==> src/rtl/e1_ddr_app_master_if.sv <==
// rtl/e1_ddr_app_master_if.sv - request/response stream and DDR4 app-side bundle for e1_ddr_app_master
// Statistics signals exist only when E1_DDR_APP_MASTER_STATS_EN is defined.
interface e1_ddr_app_master_if #(
  parameter int AW = 32,
  parameter int DW = 64,
  parameter int MW = DW / 8
);
  logic          init_calib_complete;
  logic          req_valid;
  logic          req_ready;
  logic          req_write;
  logic [AW-1:0] req_addr;
  logic [DW-1:0] req_wdata;
  logic [MW-1:0] req_wmask;
  logic          rsp_valid;
  logic          rsp_ready;
  logic [DW-1:0] rsp_rdata;
  logic [AW-1:0] app_addr;
  logic [2:0]    app_cmd;
  logic          app_en;
  logic [DW-1:0] app_wdf_data;
  logic [MW-1:0] app_wdf_mask;
  logic          app_wdf_wren;
  logic          app_wdf_end;
  logic          app_rdy;
  logic          app_wdf_rdy;
  logic [DW-1:0] app_rd_data;
  logic          app_rd_data_valid;
  logic          app_rd_data_end;
  logic          busy;
`ifdef E1_DDR_APP_MASTER_STATS_EN
  logic [31:0]   stat_wr_cnt;
  logic [31:0]   stat_rd_cnt;
  logic          stat_err;
`endif

  modport master (
    input  init_calib_complete, req_valid, req_write, req_addr, req_wdata, req_wmask,
           rsp_ready, app_rdy, app_wdf_rdy, app_rd_data, app_rd_data_valid, app_rd_data_end,
    output req_ready, rsp_valid, rsp_rdata, app_addr, app_cmd, app_en, app_wdf_data,
           app_wdf_mask, app_wdf_wren, app_wdf_end, busy
`ifdef E1_DDR_APP_MASTER_STATS_EN
    , output stat_wr_cnt, stat_rd_cnt, stat_err
`endif
  );

  modport slave (
    output init_calib_complete, req_valid, req_write, req_addr, req_wdata, req_wmask,
           rsp_ready, app_rdy, app_wdf_rdy, app_rd_data, app_rd_data_valid, app_rd_data_end,
    input  req_ready, rsp_valid, rsp_rdata, app_addr, app_cmd, app_en, app_wdf_data,
           app_wdf_mask, app_wdf_wren, app_wdf_end, busy
`ifdef E1_DDR_APP_MASTER_STATS_EN
    , input stat_wr_cnt, stat_rd_cnt, stat_err
`endif
  );
endinterface

==> src/rtl/e1_ddr_app_master.sv <==
// rtl/e1_ddr_app_master.sv - single-beat request stream to DDR4 app commands, in-order read returns
// Define E1_DDR_APP_MASTER_STATS_EN for command counters and the sticky spurious-read flag.
module e1_ddr_app_master #(
  parameter int APP_ADDR_WIDTH = 32,
  parameter int APP_DATA_WIDTH = 64,
  parameter int APP_MASK_WIDTH = APP_DATA_WIDTH / 8,
  parameter int RSP_DEPTH      = 8
) (
  input logic                 clk,
  input logic                 rst_n,
  e1_ddr_app_master_if.master bus
);
  localparam int PW = $clog2(RSP_DEPTH);
  localparam int CW = PW + 1;

  typedef enum logic [1:0] {S_CALIB, S_IDLE, S_WRITE, S_READ} state_t;

  state_t                    r_state;
  state_t                    w_state_nxt;
  logic [APP_ADDR_WIDTH-1:0] r_addr;
  logic [2:0]                r_cmd;
  logic [APP_DATA_WIDTH-1:0] r_wdata;
  logic [APP_MASK_WIDTH-1:0] r_wmask;
  logic                      r_cmd_done;
  logic                      r_dat_done;
  logic                      w_cmd_done_nxt;
  logic                      w_dat_done_nxt;
  logic [CW-1:0]             r_in_flight;
  logic [CW-1:0]             r_count;
  logic [PW-1:0]             r_wr_ptr;
  logic [PW-1:0]             r_rd_ptr;
  logic [APP_DATA_WIDTH-1:0] r_mem [RSP_DEPTH];

  logic w_calib;
  logic w_credit;
  logic w_req_ready;
  logic w_accept;
  logic w_app_en;
  logic w_wren;
  logic w_cmd_acc;
  logic w_dat_acc;
  logic w_cmd_ok;
  logic w_dat_ok;
  logic w_rd_issue;
  logic w_rd_ret;
  logic w_push;
  logic w_pop;
  logic w_unused;

  assign w_calib  = bus.init_calib_complete;
  // Reads need a guaranteed FIFO slot: app_rd_data cannot be back-pressured.
  assign w_credit = ({1'b0, r_in_flight} + {1'b0, r_count}) < (CW + 1)'(RSP_DEPTH);
  assign w_req_ready = (r_state == S_IDLE) && w_calib && (bus.req_write || w_credit);
  assign w_accept    = bus.req_valid && w_req_ready;

  assign w_app_en   = ((r_state == S_WRITE) && !r_cmd_done) || (r_state == S_READ);
  assign w_wren     = (r_state == S_WRITE) && !r_dat_done;
  assign w_cmd_acc  = w_app_en && bus.app_rdy;
  assign w_dat_acc  = w_wren && bus.app_wdf_rdy;
  assign w_cmd_ok   = r_cmd_done || w_cmd_acc;
  assign w_dat_ok   = r_dat_done || w_dat_acc;
  assign w_rd_issue = (r_state == S_READ) && bus.app_rdy;
  assign w_rd_ret   = bus.app_rd_data_valid && (r_in_flight != '0);
  assign w_push     = w_rd_ret;
  assign w_pop      = (r_count != '0) && bus.rsp_ready;

  always_comb begin
    w_state_nxt    = r_state;
    w_cmd_done_nxt = r_cmd_done;
    w_dat_done_nxt = r_dat_done;
    case (r_state)
      S_CALIB: if (w_calib) w_state_nxt = S_IDLE;
      S_IDLE: begin
        if (!w_calib)      w_state_nxt = S_CALIB;
        else if (w_accept) w_state_nxt = bus.req_write ? S_WRITE : S_READ;
      end
      S_WRITE: begin
        if (w_cmd_ok && w_dat_ok) begin
          w_state_nxt    = w_calib ? S_IDLE : S_CALIB;
          w_cmd_done_nxt = 1'b0;
          w_dat_done_nxt = 1'b0;
        end else begin
          w_cmd_done_nxt = w_cmd_ok;
          w_dat_done_nxt = w_dat_ok;
        end
      end
      S_READ: if (bus.app_rdy) w_state_nxt = w_calib ? S_IDLE : S_CALIB;
      default: w_state_nxt = S_CALIB;
    endcase
  end

  always_ff @(posedge clk or negedge rst_n) begin
    if (!rst_n) begin
      r_state     <= S_CALIB;
      r_cmd_done  <= 1'b0;
      r_dat_done  <= 1'b0;
      r_addr      <= '0;
      r_cmd       <= 3'b001;
      r_wdata     <= '0;
      r_wmask     <= '0;
      r_in_flight <= '0;
      r_wr_ptr    <= '0;
      r_rd_ptr    <= '0;
      r_count     <= '0;
    end else begin
      r_state    <= w_state_nxt;
      r_cmd_done <= w_cmd_done_nxt;
      r_dat_done <= w_dat_done_nxt;
      if (w_accept) begin
        r_addr <= {bus.req_addr[APP_ADDR_WIDTH-1:3], 3'b000};
        r_cmd  <= bus.req_write ? 3'b000 : 3'b001;
        if (bus.req_write) begin
          r_wdata <= bus.req_wdata;
          r_wmask <= bus.req_wmask;
        end
      end
      case ({w_rd_issue, w_rd_ret})
        2'b10:   r_in_flight <= r_in_flight + CW'(1);
        2'b01:   r_in_flight <= r_in_flight - CW'(1);
        default: r_in_flight <= r_in_flight;
      endcase
      if (w_push) r_wr_ptr <= r_wr_ptr + PW'(1);
      if (w_pop)  r_rd_ptr <= r_rd_ptr + PW'(1);
      case ({w_push, w_pop})
        2'b10:   r_count <= r_count + CW'(1);
        2'b01:   r_count <= r_count - CW'(1);
        default: r_count <= r_count;
      endcase
    end
  end

  always_ff @(posedge clk) begin
    if (w_push) r_mem[r_wr_ptr] <= bus.app_rd_data;
  end

  assign bus.req_ready    = w_req_ready;
  assign bus.app_addr     = r_addr;
  assign bus.app_cmd      = r_cmd;
  assign bus.app_en       = w_app_en;
  assign bus.app_wdf_data = r_wdata;
  assign bus.app_wdf_mask = r_wmask;
  assign bus.app_wdf_wren = w_wren;
  assign bus.app_wdf_end  = w_wren;
  assign bus.rsp_valid    = (r_count != '0);
  assign bus.rsp_rdata    = r_mem[r_rd_ptr];
  assign bus.busy         = (r_state == S_WRITE) || (r_state == S_READ) || (r_in_flight != '0);

  assign w_unused = &{1'b0, bus.req_addr[2:0], bus.app_rd_data_end};

`ifdef E1_DDR_APP_MASTER_STATS_EN
  logic [31:0] r_stat_wr_cnt;
  logic [31:0] r_stat_rd_cnt;
  logic        r_stat_err;

  always_ff @(posedge clk or negedge rst_n) begin
    if (!rst_n) begin
      r_stat_wr_cnt <= '0;
      r_stat_rd_cnt <= '0;
      r_stat_err    <= 1'b0;
    end else begin
      if (w_cmd_acc && (r_state == S_WRITE)) r_stat_wr_cnt <= r_stat_wr_cnt + 32'd1;
      if (w_rd_issue)                        r_stat_rd_cnt <= r_stat_rd_cnt + 32'd1;
      if (bus.app_rd_data_valid && (r_in_flight == '0)) r_stat_err <= 1'b1;
    end
  end

  assign bus.stat_wr_cnt = r_stat_wr_cnt;
  assign bus.stat_rd_cnt = r_stat_rd_cnt;
  assign bus.stat_err    = r_stat_err;
`endif
endmodule
==> src/flat_wrapper.sv <==
// flat-port wrapper written by rule: the top's interface ports become plain ports
module e1_ddr_app_master_flat 
#(
  parameter int APP_ADDR_WIDTH = 32,
  parameter int APP_DATA_WIDTH = 64,
  parameter int APP_MASK_WIDTH = APP_DATA_WIDTH / 8,
  parameter int RSP_DEPTH      = 8
)
  (clk, rst_n, bus_init_calib_complete, bus_req_valid, bus_req_write, bus_req_addr, bus_req_wdata, bus_req_wmask, bus_rsp_ready, bus_app_rdy, bus_app_wdf_rdy, bus_app_rd_data, bus_app_rd_data_valid, bus_app_rd_data_end, bus_req_ready, bus_rsp_valid, bus_rsp_rdata, bus_app_addr, bus_app_cmd, bus_app_en, bus_app_wdf_data, bus_app_wdf_mask, bus_app_wdf_wren, bus_app_wdf_end, bus_busy);
  e1_ddr_app_master_if bus_i ();
  input logic clk;
  input logic rst_n;
  input wire logic [$bits(bus_i.init_calib_complete)-1:0] bus_init_calib_complete;
  input wire logic [$bits(bus_i.req_valid)-1:0] bus_req_valid;
  input wire logic [$bits(bus_i.req_write)-1:0] bus_req_write;
  input wire logic [$bits(bus_i.req_addr)-1:0] bus_req_addr;
  input wire logic [$bits(bus_i.req_wdata)-1:0] bus_req_wdata;
  input wire logic [$bits(bus_i.req_wmask)-1:0] bus_req_wmask;
  input wire logic [$bits(bus_i.rsp_ready)-1:0] bus_rsp_ready;
  input wire logic [$bits(bus_i.app_rdy)-1:0] bus_app_rdy;
  input wire logic [$bits(bus_i.app_wdf_rdy)-1:0] bus_app_wdf_rdy;
  input wire logic [$bits(bus_i.app_rd_data)-1:0] bus_app_rd_data;
  input wire logic [$bits(bus_i.app_rd_data_valid)-1:0] bus_app_rd_data_valid;
  input wire logic [$bits(bus_i.app_rd_data_end)-1:0] bus_app_rd_data_end;
  output wire logic [$bits(bus_i.req_ready)-1:0] bus_req_ready;
  output wire logic [$bits(bus_i.rsp_valid)-1:0] bus_rsp_valid;
  output wire logic [$bits(bus_i.rsp_rdata)-1:0] bus_rsp_rdata;
  output wire logic [$bits(bus_i.app_addr)-1:0] bus_app_addr;
  output wire logic [$bits(bus_i.app_cmd)-1:0] bus_app_cmd;
  output wire logic [$bits(bus_i.app_en)-1:0] bus_app_en;
  output wire logic [$bits(bus_i.app_wdf_data)-1:0] bus_app_wdf_data;
  output wire logic [$bits(bus_i.app_wdf_mask)-1:0] bus_app_wdf_mask;
  output wire logic [$bits(bus_i.app_wdf_wren)-1:0] bus_app_wdf_wren;
  output wire logic [$bits(bus_i.app_wdf_end)-1:0] bus_app_wdf_end;
  output wire logic [$bits(bus_i.busy)-1:0] bus_busy;
  assign bus_i.init_calib_complete = bus_init_calib_complete;
  assign bus_i.req_valid = bus_req_valid;
  assign bus_i.req_write = bus_req_write;
  assign bus_i.req_addr = bus_req_addr;
  assign bus_i.req_wdata = bus_req_wdata;
  assign bus_i.req_wmask = bus_req_wmask;
  assign bus_i.rsp_ready = bus_rsp_ready;
  assign bus_i.app_rdy = bus_app_rdy;
  assign bus_i.app_wdf_rdy = bus_app_wdf_rdy;
  assign bus_i.app_rd_data = bus_app_rd_data;
  assign bus_i.app_rd_data_valid = bus_app_rd_data_valid;
  assign bus_i.app_rd_data_end = bus_app_rd_data_end;
  assign bus_req_ready = bus_i.req_ready;
  assign bus_rsp_valid = bus_i.rsp_valid;
  assign bus_rsp_rdata = bus_i.rsp_rdata;
  assign bus_app_addr = bus_i.app_addr;
  assign bus_app_cmd = bus_i.app_cmd;
  assign bus_app_en = bus_i.app_en;
  assign bus_app_wdf_data = bus_i.app_wdf_data;
  assign bus_app_wdf_mask = bus_i.app_wdf_mask;
  assign bus_app_wdf_wren = bus_i.app_wdf_wren;
  assign bus_app_wdf_end = bus_i.app_wdf_end;
  assign bus_busy = bus_i.busy;
  e1_ddr_app_master #(.APP_ADDR_WIDTH(APP_ADDR_WIDTH), .APP_DATA_WIDTH(APP_DATA_WIDTH), .APP_MASK_WIDTH(APP_MASK_WIDTH), .RSP_DEPTH(RSP_DEPTH)) u_core (.clk(clk), .rst_n(rst_n), .bus(bus_i));
endmodule
==> config.mk <==
export PLATFORM = sky130hd
export DESIGN_NAME = e1_ddr_app_master_flat
export DESIGN_NICKNAME = d
export VERILOG_FILES = /design/src/rtl/e1_ddr_app_master_if.sv /design/src/rtl/e1_ddr_app_master.sv /design/src/flat_wrapper.sv
export SDC_FILE = /design/constraint.sdc
export NUM_CORES = 1
export LEC_CHECK = 0
export BUFFER_PORTS_ARGS = -buffer_cell sky130_fd_sc_hd__buf_2
export CAP_MARGIN = 10
export CORE_ASPECT_RATIO = 0.6
export CORE_MARGIN = 2
export CORE_UTILIZATION = 50
export CTS_CLUSTER_DIAMETER = 100
export DETAILED_ROUTE_END_ITERATION = 6
export PLACE_DENSITY = 0.76
export RECOVER_POWER = 25
export SYNTH_ARGS = -nofsm -noshare
export SYNTH_HDL_FRONTEND = slang
export SYNTH_SLANG_ARGS = --single-unit
==> constraint.sdc <==
create_clock -name clk -period 10.7 [get_ports clk]
set_input_delay 0 -clock clk [delete_from_list [all_inputs] [get_ports clk]]
set_output_delay 0 -clock clk [all_outputs]
set_load 0.01 [all_outputs]
Word-level counts from Yosys, hierarchy flattened

Memory sizes are Yosys's and may differ from the RTL's.
Cells that the tools add are included.

Reduce and logical (&&, ||, !) cells: 26
Order comparisons: 1
Equality and inequality tests: 11
Add/subtract/negate cells: 7
Multiplexer cells: 15

Operator list:

| operator            | number |
|---|---|
| $pmux 4 s2          | 2 |
| $logic_and 1x1->1   | 11 |
| $mux 2              | 5 |
| $add 4x1->4 const B | 2 |
| $eq 2x2->1 const B  | 4 |
| $pmux 2 s4          | 1 |
| $reduce_bool 4->1   | 2 |
| $sub 4x1->4 const B | 2 |
| $mux 1              | 7 |
| $add 3x1->3 const B | 2 |
| $eq 2x1->1 const B  | 3 |
| $logic_or 1x1->1    | 6 |
| $ne 2x2->1 const B  | 3 |
| $add 4x4->5         | 1 |
| $lt 5x4->1 const B  | 1 |
| $reduce_and 4->1    | 1 |
| $reduce_bool 2->1   | 2 |
| $ne 3x2->1 const B  | 1 |
| $logic_not 1->1     | 2 |
| $logic_not 2->1     | 1 |
| $reduce_and 2->1    | 1 |

Input bits: 178
Memories: 1
Bits in writable memories: 512
Output and inout port bits: 177
Flip-flop bits (word level): 122

Memories:

| memory       | words | bits a word | read ports | clocked after Yosys merged registers in | write ports | line                    | RTL |
|---|---|---|---|---|---|---|---|
| u_core.r_mem | 8     | 64          | 1          | 0                                       | 1           | e1_ddr_app_master.sv:32 | `logic [APP_DATA_WIDTH-1:0] r_mem [RSP_DEPTH];` |

Depth between registers and ports, before layout

Word-level depth: 8
Gate-level depth with buffers: 8
Mapped depth without buffers: 8

Worst setup path before layout

No wires, ideal clock.

Path type: reg-to-reg
Start: reg u_core.r_in_flight[0]
End: mem u_core.r_mem[0][0], enable pin
Arrival: 5.163 ns
Path slack: 4.972 ns
Buffers on the path: 1
Stages on the path, launching flop included: 6
Data required time: 10.135 ns
Clock period less this slack: 5.728 ns
Cells stage by stage: dfrtp_1 buf_2 o41ai_2 inv_1 nand2b_1 nor3_1

Cells in the longest elaborated chain, start to end: 4

Ends and longest elaborated chain:

| item                         | line                     | RTL |
|---|---|---|
| start, declared              | e1_ddr_app_master.sv:28  | `logic [CW-1:0] r_in_flight;` |
| start signal, assigned       | e1_ddr_app_master.sv:118 | `2'b10: r_in_flight <= r_in_flight + CW'(1);` |
| start signal, assigned       | e1_ddr_app_master.sv:119 | `2'b01: r_in_flight <= r_in_flight - CW'(1);` |
| start signal, assigned       | e1_ddr_app_master.sv:120 | `default: r_in_flight <= r_in_flight;` |
| $reduce_bool 4->1            | e1_ddr_app_master.sv:63  | `assign w_rd_ret = bus.app_rd_data_valid && (r_in_flight != '0);` |
| $logic_and 1x1->1            | e1_ddr_app_master.sv:63  |  |
| named net u_core.w_push      | e1_ddr_app_master.sv:46  | `logic w_push;` |
| $mux 1                       | e1_ddr_app_master.sv:133 | `if (w_push) r_mem[r_wr_ptr] <= bus.app_rd_data;` |
| $mux 1 (not written as such) | e1_ddr_app_master.sv:133 |  |
| end, declared                | e1_ddr_app_master.sv:32  |  |

The timed path passes the listed nets, and every way through them passes these cells.

Final worst setup path

Start: reg u_core.r_rd_ptr[0]
End: out bus_rsp_rdata[43]

Cells in the longest elaborated chain, start to end: 1

Ends and longest elaborated chain:

| item                   | line                     | RTL |
|---|---|---|
| start, declared        | e1_ddr_app_master.sv:31  | `logic [PW-1:0] r_rd_ptr;` |
| start signal, assigned | e1_ddr_app_master.sv:123 | `if (w_pop) r_rd_ptr <= r_rd_ptr + PW'(1);` |
| $mem_v2 8x64           | n/a                      |  |
| end, declared          | flat_wrapper.sv:27       | `output wire logic [$bits(bus_i.rsp_rdata)-1:0] bus_rsp_rdata;` |

Every way passes these cells.

==> impl_metrics.toml <==
[synthesis]
ys_warn_count = 0
ys.flop_type = "edfxtp_1"
ys_types = 47
synth_edf_count = 512
synth-seq-cells = 632
synth_cells = 1171
syn_area_per_cell_um2 = 20.9
synth_area_um2 = 24500
ys_seq_area_share_pct = 75.0
async_reset_ff_share_pct = 19.0

[global_route]
grt_antenna_before_repair = 5
grt_usage_pct = 22.0
met1_usage_pct = 31.2
grt_pass1_wl_um = 84300
gr-total-overflow = 0
grt_pass1_vias = 14100
met3_usage_pct = 4.18
busiest_layer = "met2"
grt_max_degree = 69
use_met2_pct = 35.3

[worst_setup_path]
cpPeakStageDelay_ns = 1.11
reg2reg_from = "u_core.r_state[1]$_DFFE_PN0P_"
reg2reg_depth = 5
slowest_stage = "dfrtp_4"
worstSetupEndpoint = "bus_rsp_rdata[43]"
r2r_slack_ns = 7.31
worstPathCellList = "buf_4 -> mux4_2 -> mux2_2 -> buf_2"
crit_cells = 4
reg2reg_to = "u_core.bus.app_addr[18]$_DFFE_PN0P_"
cp-start-kind = "flop"
cp.arrival_ns = 3.64
cpLargestDelayFamily = "flip-flops"
worstSetupEndpointType = "output port"
crit_type = "reg2out"
path_max_fanout = 54
critPathRequiredTime_ns = 10.70
startpoint = "u_core.r_rd_ptr[0]$_DFFE_PN0P_"
critPathBufInv = 2

[pwr]
power_frac_comb_pct = 31.6
p_int_mw = 5.71
p_sw_mw = 2.49
swShare_pct = 30.4
leakage_nw = 11.1
p_clk_share_pct = 25.5
vdd_drop_max_mv = 0.190
p_per_area_nw_per_um2 = 267
power.share.sequential_pct = 42.9

[sta]
post-route-period-util_pct = 34.0
fin_crit_ns = 3.64
slew_headroom_pct = 18.3
worst_slew_pin_slew_ns = 1.23
holdWs_ns = 0.000512
skew_ns = 0.0190
finalSetupViolCount = 0
rsz0062_at_grt = "false"
final.setup.tns_ns = 0
fmax_mhz = 274
finalHoldViolCount = 0
drv_slew = 0

[cells_and_area]
final_common_cell = "edfxtp_1"
fin_area_um2 = 30700
syn_to_final_growth_pct = 25.4
layout_common_cells = "edfxtp_1 (512), buf_2 (298), dlygate4sd3_1 (202)"
final_nets = 1920
layout-drive-gt1-share_pct = 38.5
n_fill_cell = 3238

[job]
cap_violations = 0

[clocking]
ctsLongestPathBuffers = 3
cts_setup_buffers = 0
cts_sinks = 632
htree_levels = 2
cts_root_buf = "clkbuf_16"
cts_tree = "built"
clkTransAtPathRegs_ns = 0.07
clock_latency_ns = 0.58
cts_inserted_buffers = 54

[floorplanning]
fp.dieW_um = 290
design.core.area_um2 = 48100
ios = 355
die_y_um = 175
rows = 62
start_util_pct = 50.9
dieArea_um2 = 50800

[placed_design]
routabilityCongestion = 0.817
portBuffers = 345
placed_cell_area_um2 = 26900
hpwl_um = 31000

[routing]
wl_um = 56100
first_pass_iters = 5
dr_total_vias = 13400
drt_iter0_drc = 1162
drc = 0
drt-wirelength-per-cell_um = 23.2
via_per_inst = 5.53
final_antenna_net_count = 0

[hold_path]
min_path_type = "in2async"

[status]
status = "completed"
-- flip-flops by register name, summed over array words and instances, names as in the netlist --
register,count
u_core.r_state,2
u_core.r_dat_done,1
u_core.bus.app_cmd,1
u_core.bus.app_addr,29
u_core.r_in_flight,4
u_core.bus.app_wdf_data,64
u_core.r_mem,512
u_core.r_wr_ptr,3
u_core.r_rd_ptr,3
u_core.r_cmd_done,1
u_core.r_count,4
u_core.bus.app_wdf_mask,8
-- Yosys cell counts, drive strengths merged, types with 2 or more instances --
cell type | instances | area (um2)
fa | 2 | 40.0
o311ai | 2 | 17.5
nor3 | 5 | 25.0
nand3 | 5 | 25.0
a31oi | 2 | 12.5
and2 | 2 | 15.0
mux4 | 128 | 2880
a2111o | 2 | 22.5
o32ai | 30 | 263
o211ai | 2 | 15.0
nand2 | 43 | 161
nor3b | 7 | 52.6
nor2 | 8 | 30.0
xor2 | 2 | 17.5
nand2b | 5 | 31.3
xnor2 | 6 | 52.6
clkbuf | 23 | 86.3
or4b | 2 | 20.0
o21ai | 3 | 15.0
ha | 11 | 138
inv | 43 | 161
dfrtp | 119 | 2980
edfxtp | 512 | 15400
mux2 | 139 | 1570
buf | 43 | 302
o21a | 2 | 15.0
a21oi | 8 | 40.0
-- through the flow --
stage,utilization [%],std cells,total power [mW],setup WS (ns)
finish,63.9,2418,8.20,7.06
CTS,64.0,2414,8.25,6.93
detailed placement,55.8,2111,6.02,7.57
floorplan,-,1175,5.10,4.97
global route,63.9,2416,8.59,6.72
global placement,55.8,2111,5.94,7.58
-- logic make-up (layout without fill, tap and decap cells) --
| family | after synthesis | after routing | share of synthesized area, % |
|---|---|---|---|
| adder cells (fa/ha/maj) | 13 | 13 | 0.725 |
| AND/OR/NAND/NOR | 84 | 84 | 1.70 |
| XOR/XNOR | 8 | 8 | 0.286 |
| buffers and inverters | 109 | 708 | 2.24 |
| AO/OA/AOI/OAI | 56 | 56 | 1.83 |
| other | 1 | 9 | 0.0153 |
| multiplexers | 268 | 268 | 18.2 |
| flip-flops | 632 | 632 | 75.0 |
-- repair_timing --
item,CTS,global route
endpoints found under the setup margin,0,0
gates resized for setup,0,0
hold endpoints to repair,678,0
hold buffers,202,0
-- power by group through the flow --
| stage | Combinational (mW) | Clock, mW | Sequential [mW] |
|---|---|---|---|
| 2_1_floorplan | 1.61 | 0 | 3.49 |
| 3_3_place_gp | 2.41 | 0 | 3.53 |
| 3_5_place_dp | 2.46 | 0 | 3.56 |
| 4_1_cts | 2.60 | 2.13 | 3.51 |
| 5_1_grt | 2.78 | 2.24 | 3.58 |
| 6_report | 2.59 | 2.10 | 3.52 |
-- worst min path at each step --
stage               startpoint                                 endpoint  slack (ns)  depth (start not counted)
floorplan                rst_n      u_core.bus.app_addr[10]$_DFFE_PN0P_       -0.30                          0
global placement         rst_n  u_core.bus.app_wdf_data[42]$_DFFE_PN0P_        0.09                          1
detailed placement       rst_n       u_core.bus.app_addr[6]$_DFFE_PN0P_         0.1                          1
CTS                      rst_n       u_core.bus.app_addr[6]$_DFFE_PN0P_        0.02                          2
global route             rst_n      u_core.bus.app_addr[27]$_DFFE_PN0P_        0.06                          2
finish                   rst_n      u_core.bus.app_addr[27]$_DFFE_PN0P_      0.0005                          2
-- layer usage --
metal | vias up | part of all wire (%)
li1 | 5847 | -
met4 | 4 | 2.7
met2 | 365 | 49
met1 | 7042 | 43
met3 | 122 | 4.8
met5 | - | 0.048
-- cell type report --
cell class                      count  area, um2  share of cell area (%)
Clock buffer                       66       1420                    4.61
Multi-Input combinational cell    434       5650                    18.4
Sequential cell                   632      18400                    59.8
Antenna cell                        4       10.0                  0.0326
Timing Repair Buffer              564       3820                    12.4
Tap cell                          640        801                    2.61
Inverter                           43        161                   0.525
Clock inverter                     35        475                    1.55
Note: power is estimated with default switching activity, not from simulation.
